[config.mk]
export PLATFORM = sky130hd
export DESIGN_NAME = leitor_caminho_stream
export DESIGN_NICKNAME = d
export VERILOG_FILES = /design/src/rtl/leitor_caminho_stream.sv
export SDC_FILE = /design/constraint.sdc
export NUM_CORES = 2
export LEC_CHECK = 0
export ABC_CLOCK_PERIOD_IN_PS = 8000
export BUFFER_PORTS_ARGS = -buffer_cell sky130_fd_sc_hd__clkbuf_2
export CORE_UTILIZATION = 35
export CTS_BUF_LIST = sky130_fd_sc_hd__clkbuf_8
export DETAILED_ROUTE_END_ITERATION = 8
export GPL_TIMING_DRIVEN = 0
export PLACE_DENSITY_LB_ADDON = 0.3
export SKIP_LAST_GASP = 1
export SLEW_MARGIN = 20
export SYNTH_ARGS = -nofsm -noshare
export SYNTH_HDL_FRONTEND = slang
export SYNTH_SLANG_ARGS = --single-unit
[constraint.sdc]
create_clock -name clk -period 8 [get_ports clk]
set_input_delay 0.8 -clock clk [delete_from_list [all_inputs] [get_ports clk]]
set_output_delay 0.8 -clock clk [all_outputs]
set_load 0.02 [all_outputs]
[src/rtl/leitor_caminho_stream.sv]
// Predecessor-chain path reader: walks anterior[] from destino back to fonte and
// streams every node out, either in walk order or reversed through an internal LIFO.
module leitor_caminho_stream #(
  parameter int unsigned ADDR_WIDTH   = 10,
  parameter int unsigned MAX_PATH_LEN = 256,
  parameter int unsigned RD_LAT       = 1,
  parameter int unsigned LEN_WIDTH    = $clog2(MAX_PATH_LEN + 1)
) (
  input  logic                  clk,
  input  logic                  rst,
  input  logic                  start_in,
  input  logic [ADDR_WIDTH-1:0] fonte_in,
  input  logic [ADDR_WIDTH-1:0] destino_in,
  input  logic                  reverse_in,
  output logic                  mem_rd_en_out,
  output logic [ADDR_WIDTH-1:0] mem_rd_addr_out,
  input  logic [ADDR_WIDTH-1:0] mem_rd_data_in,
  output logic                  path_valid_out,
  output logic [ADDR_WIDTH-1:0] path_data_out,
  output logic                  path_last_out,
  input  logic                  path_ready_in,
  output logic                  busy_out,
  output logic                  done_out,
  output logic                  erro_out,
  output logic [LEN_WIDTH-1:0]  comprimento_out
);

  localparam int unsigned PTR_W = (MAX_PATH_LEN > 1) ? $clog2(MAX_PATH_LEN) : 1;
  localparam int unsigned LAT_W = $clog2(RD_LAT + 1);

  localparam logic [3:0] S_IDLE     = 4'd0;
  localparam logic [3:0] S_FWD_EMIT = 4'd1;
  localparam logic [3:0] S_FWD_READ = 4'd2;
  localparam logic [3:0] S_FWD_WAIT = 4'd3;
  localparam logic [3:0] S_REV_PUSH = 4'd4;
  localparam logic [3:0] S_REV_READ = 4'd5;
  localparam logic [3:0] S_REV_WAIT = 4'd6;
  localparam logic [3:0] S_REV_POP  = 4'd7;
  localparam logic [3:0] S_ERR      = 4'd8;

  logic [3:0]            state_q,   state_d;
  logic [ADDR_WIDTH-1:0] cur_q,     cur_d;
  logic [ADDR_WIDTH-1:0] fonte_q,   fonte_d;
  logic [LEN_WIDTH-1:0]  len_q,     len_d;
  logic [LEN_WIDTH-1:0]  sp_q,      sp_d;
  logic [LAT_W-1:0]      lat_q,     lat_d;
  logic                  rd_en_q,   rd_en_d;
  logic [ADDR_WIDTH-1:0] rd_addr_q, rd_addr_d;
  logic                  valid_q,   valid_d;
  logic [ADDR_WIDTH-1:0] data_q,    data_d;
  logic                  last_q,    last_d;
  logic                  busy_q,    busy_d;
  logic                  done_q,    done_d;
  logic                  erro_q,    erro_d;
  logic                  push_c;

  logic [ADDR_WIDTH-1:0] lifo_q [MAX_PATH_LEN];

  // Next-state and next-output logic; done/busy change at the edge that completes the last transfer
  always_comb begin
    state_d   = state_q;
    cur_d     = cur_q;
    fonte_d   = fonte_q;
    len_d     = len_q;
    sp_d      = sp_q;
    lat_d     = lat_q;
    rd_en_d   = 1'b0;
    rd_addr_d = rd_addr_q;
    valid_d   = valid_q;
    data_d    = data_q;
    last_d    = last_q;
    busy_d    = busy_q;
    done_d    = 1'b0;
    erro_d    = erro_q;
    push_c    = 1'b0;

    case (state_q)
      S_IDLE, S_ERR: begin
        state_d = S_IDLE;
        if (start_in) begin
          cur_d   = destino_in;
          fonte_d = fonte_in;
          len_d   = LEN_WIDTH'(1);
          sp_d    = '0;
          busy_d  = 1'b1;
          erro_d  = 1'b0;
          if (reverse_in) begin
            state_d = S_REV_PUSH;
          end else begin
            state_d = S_FWD_EMIT;
            valid_d = 1'b1;
            data_d  = destino_in;
            last_d  = (destino_in == fonte_in);
          end
        end
      end

      S_FWD_EMIT: begin
        if (path_ready_in) begin
          valid_d = 1'b0;
          last_d  = 1'b0;
          if (last_q) begin
            state_d = S_IDLE;
            busy_d  = 1'b0;
            done_d  = 1'b1;
          end else begin
            state_d   = S_FWD_READ;
            rd_en_d   = 1'b1;
            rd_addr_d = cur_q;
          end
        end
      end

      S_FWD_READ, S_REV_READ: begin
        lat_d   = LAT_W'(1);
        state_d = (state_q == S_FWD_READ) ? S_FWD_WAIT : S_REV_WAIT;
      end

      S_FWD_WAIT, S_REV_WAIT: begin
        if (lat_q != LAT_W'(RD_LAT)) begin
          lat_d = lat_q + LAT_W'(1);
        end else if ((mem_rd_data_in == cur_q) || (len_q >= LEN_WIDTH'(MAX_PATH_LEN))) begin
          // self-loop or over-long chain: abort the walk and drop anything stacked
          state_d = S_ERR;
          busy_d  = 1'b0;
          erro_d  = 1'b1;
          sp_d    = '0;
        end else begin
          cur_d = mem_rd_data_in;
          len_d = len_q + LEN_WIDTH'(1);
          if (state_q == S_FWD_WAIT) begin
            state_d = S_FWD_EMIT;
            valid_d = 1'b1;
            data_d  = mem_rd_data_in;
            last_d  = (mem_rd_data_in == fonte_q);
          end else begin
            state_d = S_REV_PUSH;
          end
        end
      end

      S_REV_PUSH: begin
        if (cur_q == fonte_q) begin
          // fonte goes straight to the output register as the first beat
          state_d = S_REV_POP;
          valid_d = 1'b1;
          data_d  = cur_q;
          last_d  = (sp_q == '0);
        end else begin
          push_c    = 1'b1;
          sp_d      = sp_q + LEN_WIDTH'(1);
          state_d   = S_REV_READ;
          rd_en_d   = 1'b1;
          rd_addr_d = cur_q;
        end
      end

      S_REV_POP: begin
        if (path_ready_in) begin
          if (last_q) begin
            state_d = S_IDLE;
            valid_d = 1'b0;
            last_d  = 1'b0;
            busy_d  = 1'b0;
            done_d  = 1'b1;
          end else begin
            data_d = lifo_q[PTR_W'(sp_q - LEN_WIDTH'(1))];
            sp_d   = sp_q - LEN_WIDTH'(1);
            last_d = (sp_q == LEN_WIDTH'(1));
          end
        end
      end

      default: state_d = S_IDLE;
    endcase
  end

  // State and output registers with synchronous reset
  always_ff @(posedge clk) begin
    if (rst) begin
      state_q   <= S_IDLE;
      cur_q     <= '0;
      fonte_q   <= '0;
      len_q     <= '0;
      sp_q      <= '0;
      lat_q     <= '0;
      rd_en_q   <= 1'b0;
      rd_addr_q <= '0;
      valid_q   <= 1'b0;
      data_q    <= '0;
      last_q    <= 1'b0;
      busy_q    <= 1'b0;
      done_q    <= 1'b0;
      erro_q    <= 1'b0;
    end else begin
      state_q   <= state_d;
      cur_q     <= cur_d;
      fonte_q   <= fonte_d;
      len_q     <= len_d;
      sp_q      <= sp_d;
      lat_q     <= lat_d;
      rd_en_q   <= rd_en_d;
      rd_addr_q <= rd_addr_d;
      valid_q   <= valid_d;
      data_q    <= data_d;
      last_q    <= last_d;
      busy_q    <= busy_d;
      done_q    <= done_d;
      erro_q    <= erro_d;
    end
  end

  // Reverse-order storage; emptiness is tracked by sp_q alone
  always_ff @(posedge clk) begin
    if (push_c) begin
      lifo_q[PTR_W'(sp_q)] <= cur_q;
    end
  end

  assign mem_rd_en_out   = rd_en_q;
  assign mem_rd_addr_out = rd_addr_q;
  assign path_valid_out  = valid_q;
  assign path_data_out   = data_q;
  assign path_last_out   = last_q;
  assign busy_out        = busy_q;
  assign done_out        = done_q;
  assign erro_out        = erro_q;
  assign comprimento_out = len_q;

endmodule
### After elaboration in Yosys (flattened, before gate mapping)

Memories as Yosys holds them, arrays and structs flattened.
Cells that the tools add are included.

| storage, ports and cells | value |
|---|---|
| bits in registers | 69 |
| latch bits | 0 |
| RAM bits | 2560 |
| ROM bits | 0 |
| bits of input ports | 35 |
| memories kept | 1 |

Memory list:

| memory | depth | width | rd ports | clocked after memory_dff | write ports | RTL line | source |
|---|---|---|---|---|---|---|---|
| lifo_q | 256 | 10 | 1 | 0 | 1 | 57 | `logic [ADDR_WIDTH-1:0] lifo_q [MAX_PATH_LEN];` |

| cells by class | value |
|---|---|
| $add $sub $neg | 4 |
| multiply operators | 0 |
| divide/modulo/power cells | 0 |
| order comparisons | 1 |
| equality and inequality tests | 28 |
| shift operators | 0 |
| muxes and demuxes | 77 |
| bitwise operators | 2 |
| reductions and logical operators | 24 |

Operators with widths:

| kind | number |
|---|---|
| $mux 10 | 14 |
| $mux 9 | 9 |
| $eq 10x10->1 | 4 |
| $pmux 10 s2 | 2 |
| $pmux 10 s4 | 1 |
| $pmux 9 s4 | 1 |
| $mux 1 | 31 |
| $ne 2x2->1 const B | 13 |
| $pmux 4 s6 | 1 |
| $mux 4 | 5 |
| $add 9x1->9 const B | 2 |
| $pmux 9 s2 | 1 |
| $reduce_and 9->1 | 2 |
| $eq 4x3->1 const B | 4 |
| $reduce_and 4->1 | 4 |
| $mux 3 | 4 |
| $pmux 1 s5 | 2 |
| $reduce_and 10->1 | 1 |
| $eq 9x1->1 const B | 1 |
| $ge 9x9->1 const B | 1 |
| $logic_not 9->1 | 1 |
| $sub 9x1->9 const B | 1 |
| $eq 4x2->1 const B | 2 |
| $reduce_or 2->1 | 4 |
| 18 further kinds | 25 |

### Longest topological paths before layout

| logic depth | value |
|---|---|
| depth in word-level cells | 5 |
| gate-level depth with buffers | 21 |
| mapped depth without buffers | 10 |

### Least setup slack after synthesis

OpenSTA, ideal clock, no wires.

| timing path | value |
|---|---|
| path type | register to register |
| start | reg cur_q[1] |
| end | mem lifo_q[220][0], enable pin |
| setup time | 376 ps |
| arrival | 5699 ps |
| required time | 7624 ps |
| path slack | 1925 ps |
| cell stages (with the launch flop) | 9 |
| path buffers | 3 |
| clock period less this slack | 6075 ps |
| cell sequence | dfxtp_1 -> xor2_1 -> nor4_1 -> a31oi_1 -> clkbuf_1 -> buf_1 -> nand3_1 -> clkbuf_1 -> nor2_1 |

| between the ends | value |
|---|---|
| word-level cells in the longest chain between the ends | 5 |

Ends and longest elaborated chain:

| what | RTL line | source |
|---|---|---|
| from (decl) | 42 | `logic [ADDR_WIDTH-1:0] cur_q, cur_d;` |
| from (signal assigned) | 197 | `cur_q <= cur_d;` |
| $eq 10x10->1 | 143 | `if (cur_q == fonte_q) begin` |
| $mux 1 | 143 |  |
| $mux 1 | 77 | `case (state_q)` |
| $mux 1 | 215 | `if (push_c) begin` |
| $mux 1 (implied by the code) | 216 | `lifo_q[PTR_W'(sp_q)] <= cur_q;` |
| to (decl) | 57 |  |

No other way between the ends.

### Final worst setup path

| timing path | value |
|---|---|
| start | reg sp_q[0] |
| end | reg data_q[2], in the netlist path_data_out[2] |

| between the ends | value |
|---|---|
| word-level cells in the longest chain between the ends | 5 |

Ends and longest elaborated chain:

| what | RTL line | source |
|---|---|---|
| from (decl) | 45 | `logic [LEN_WIDTH-1:0] sp_q, sp_d;` |
| from (signal assigned) | 200 | `sp_q <= sp_d;` |
| $sub 9x1->9 | n/a |  |
| $mem_v2 256x10 | n/a |  |
| $mux 10 | 160 | `if (last_q) begin` |
| $mux 10 | 159 | `if (path_ready_in) begin` |
| $pmux 10 s4 | 77 |  |
| to (signal assigned) | 205 | `data_q <= data_d;` |
| to (decl) | 50 | `logic [ADDR_WIDTH-1:0] data_q, data_d;` |

No other way between the ends. The select of a mux whose other input is x is not followed.
A chain may end at the register's enable or synchronous reset.

==> results.cfg <==
[run_status]
run_status = complete, but fails checks
violations_in_the_final_reports = setup timing

[floorplanning]
pin_count = 70
core_area_um2 = 292000
rows = 198
die_h_um = 544
dieArea_um2 = 296000
initial_utilization = 0.353
die-width_um = 544

[critical_path]
cp_data_required_time_ps = 8950
crit_path_start_kind = flop
cp_max_fo = 10
criticalPathCategory = flop to flop
timing.critical_path.to_type = flop
cp.arrival_ps = 9200

[placement]
placed_cells = 8956
port_buffers = 69
detailed_place.area_um2 = 111000
place_hpwl_um = 254000
post-place-ws_ps = -910
last_weighted_congestion_value_of_the_routability_driven_placer = 1.00

[global_routing]
first_global_vias = 55307
globalRoute.totalOverflow = 0
grt_pass1_wl_um = 499000
grt_start_max_net_pins = 85
grtUsageTotal = 0.254
grt_antenna_before_repair = 29

[finish]
leading_cell_types_in_the_layout_fill_and_taps_excluded = sky130_fd_sc_hd__edfxtp_1, sky130_fd_sc_hd__mux4_2, sky130_fd_sc_hd__clkbuf_8, sky130_fd_sc_hd__nand2_1, sky130_fd_sc_hd__nor2_2
mostFrequentLayoutCell = sky130_fd_sc_hd__edfxtp_1
area_growth_from_synthesis_to_layout_pct = 15.2
final_util = 0.407
drive_above_1_share = 0.317
layout.cell_area.non_filler_um2 = 119000
instances_no_fill = 9744
final_net_count = 5550
final.fill_count = 25951

[logic_synthesis]
synth_top_area_cell = sky130_fd_sc_hd__edfxtp_1
synth_enable_flop_cells = 2560
nets_in_the_synthesized_netlist = 4948
synth-seq-cells = 2629
fraction_of_registers_with_async_set_reset = 0
netlist.area_leader.share = 0.747
netlist_top_cells_area = sky130_fd_sc_hd__edfxtp_1, sky130_fd_sc_hd__mux4_2, sky130_fd_sc_hd__dfxtp_1
synth_area_um2 = 103000
yosysWarningCount = 0
dominantRegCellSynth = sky130_fd_sc_hd__edfxtp_1
syn_area_per_cell_um2 = 21.0
netlist_instances = 4908
synth_cell_types = 72
ys_seq_area_frac = 0.760

[routing]
routed_via_density = 5.93
antenna_left = 0
detailed_router_s_first_iteration_violation_count = 8808
drt_drc_violations_left = 0
drt_pass1_iterations = 8
route.detailed.wl_per_inst_um = 38.8
vias = 57792
postRouteWirelength_um = 378000

[timing]
finClkSkew_ps = 103
setup_ws_ps = -251
report.final.setup_viol = 7
sum_of_negative_setup_slack_ps = -1160
max_clock_freq_mhz = 121
max_slew.worst_pin.slew_ps = 1340
rsz0062_at_grt = true
max_slew_headroom_at_the_worst_pin = 0.102
post-route-min-period_ps = 8250
min_period_over_period = 1.03
finalMaxSlewViolations = 0
fin_worst_hold_slack_ps = 96.6
timing_hold_violations_final = 0

[clocking]
depth_of_the_cts_h_tree = 5
cts_made_buffers = 436
cts-root-to-sink-buffers = 4
clock_latency_ps = 1150
numClockSinks = 2629
ctsRootBufferMaster = sky130_fd_sc_hd__clkbuf_8
clock_pin_slew_of_the_registers_on_the_worst_case_setup_and_hold_paths_ps = 70
tritoncts_clock_tree = built

[power_and_ir_drop]
p_leak_nw = 37.4
power-per-cell-area_nw_per_um2 = 344
totalPowerFinal_mw = 40.8
vdd.ir_drop.worst_mv = 0.230

[hold_path]
min_path_type = input pin to flop

[job]
cap_viol_max_count = 0
## layout make-up
type / count / area, um2 / share of cell area
Multi-Input combinational cell: 1983 / 23800 / 0.201
Clock inverter: 321 / 1500 / 0.0127
Buffer: 284 / 1640 / 0.0138
Timing Repair Buffer: 167 / 2380 / 0.0201
Clock buffer: 441 / 6070 / 0.0511
Antenna cell: 10 / 25.0 / 0.000211
Inverter: 9 / 33.8 / 0.000285
Sequential cell: 2629 / 78300 / 0.660
Tap cell: 3900 / 4880 / 0.0411
## power by group
group          switching [mW]  total (mW)  internal [mW]  leakage [nW]
sequential              0.273        16.4           16.1          24.1
clock                    5.45        10.8           5.31          4.40
combinational            9.58        13.7           4.08          8.91
## worst max-delay path, cell delays in order, from the launching register on
cell and delay (ps):
sky130_fd_sc_hd__dfxtp_1 430, sky130_fd_sc_hd__buf_6 240, sky130_fd_sc_hd__buf_6 270, sky130_fd_sc_hd__buf_4 410
sky130_fd_sc_hd__buf_6 400, sky130_fd_sc_hd__buf_4 360, sky130_fd_sc_hd__buf_4 360, sky130_fd_sc_hd__inv_1 300
sky130_fd_sc_hd__ha_1 380, sky130_fd_sc_hd__xnor2_2 600, sky130_fd_sc_hd__buf_2 560, sky130_fd_sc_hd__clkbuf_4 550
sky130_fd_sc_hd__buf_2 650, sky130_fd_sc_hd__buf_16 240, sky130_fd_sc_hd__mux4_2 370, sky130_fd_sc_hd__a22oi_1 570
sky130_fd_sc_hd__a32oi_1 410, sky130_fd_sc_hd__a311oi_1 720, sky130_fd_sc_hd__o21ai_1 130
## state kept, by name, summed over array words and instances, names as in the netlist, 4 cells and up
register         cells
lifo_q            2560
state_q              4
comprimento_out      9
path_data_out       10
fonte_q             10
cur_q               10
mem_rd_addr_out     10
sp_q                 9
## kinds of logic (layout without fill, tap and decap cells)
family,count (synthesis),after routing,share of synthesized area
buf+inv,296,1222,0.0149
compound gates,287,287,0.0193
mux,785,785,0.165
xor+xnor,56,56,0.00502
flops,2629,2629,0.760
fa+ha+maj,5,5,0.000608
simple gates,850,850,0.0352
other cells,0,10,0
## routing by layer
| metal | wire length (um) | global-route usage |
|---|---|---|
| met4 | 25000 | 0.143 |
| met1 | 144000 | 0.338 |
| met2 | 164000 | 0.372 |
| met5 | 94 | 0 |
| met3 | 45100 | 0.0749 |
## path summary, 6_finish.rpt
kind                 startpoint          endpoint  slack (ps)  depth (start not counted)
setup / recovery        sp_q[0]  path_data_out[2]        -250                         18
hold / removal    path_ready_in          done_out         100                          3
setup reg to reg        sp_q[0]  path_data_out[2]        -250                         18
hold reg to reg      fonte_q[3]        fonte_q[3]         500                          2
## repair_timing
item,in CTS,in global routing
hold endpoints to repair,19,0
gates cloned,0,0
hold buffers,19,0
endpoints found under the setup margin,10,7
pin swaps,1,1
gates resized for setup,18,19
setup buffers,0,0
## cells in the mapped netlist, types with 8 or more instances
library cell               count
sky130_fd_sc_hd__buf_2        82
sky130_fd_sc_hd__mux4_2      726
sky130_fd_sc_hd__a221oi_1     21
sky130_fd_sc_hd__a311oi_1     11
sky130_fd_sc_hd__nand2_1     301
sky130_fd_sc_hd__or3_1        10
sky130_fd_sc_hd__nand3_1      79
sky130_fd_sc_hd__a21oi_1      75
sky130_fd_sc_hd__buf_1        28
sky130_fd_sc_hd__nor3_1       23
sky130_fd_sc_hd__clkbuf_1    112
sky130_fd_sc_hd__nor4_1       15
sky130_fd_sc_hd__nor2_1      339
sky130_fd_sc_hd__buf_6        19
sky130_fd_sc_hd__buf_4        45
sky130_fd_sc_hd__dfxtp_1      69
sky130_fd_sc_hd__mux2i_1      56
sky130_fd_sc_hd__and2_1        8
sky130_fd_sc_hd__xor2_1       37
sky130_fd_sc_hd__o22ai_1      13
sky130_fd_sc_hd__a32oi_1       9
sky130_fd_sc_hd__nand4_1      18
sky130_fd_sc_hd__nand2b_1      8
sky130_fd_sc_hd__xnor2_1      17
sky130_fd_sc_hd__and3_1       20
sky130_fd_sc_hd__a22oi_1      23
sky130_fd_sc_hd__edfxtp_1   2560
sky130_fd_sc_hd__o21ai_0      31
sky130_fd_sc_hd__inv_1         9
sky130_fd_sc_hd__a31oi_1      19
sky130_fd_sc_hd__a21o_1        8
sky130_fd_sc_hd__o21ai_1      10
(Power assumes the default switching activity.)
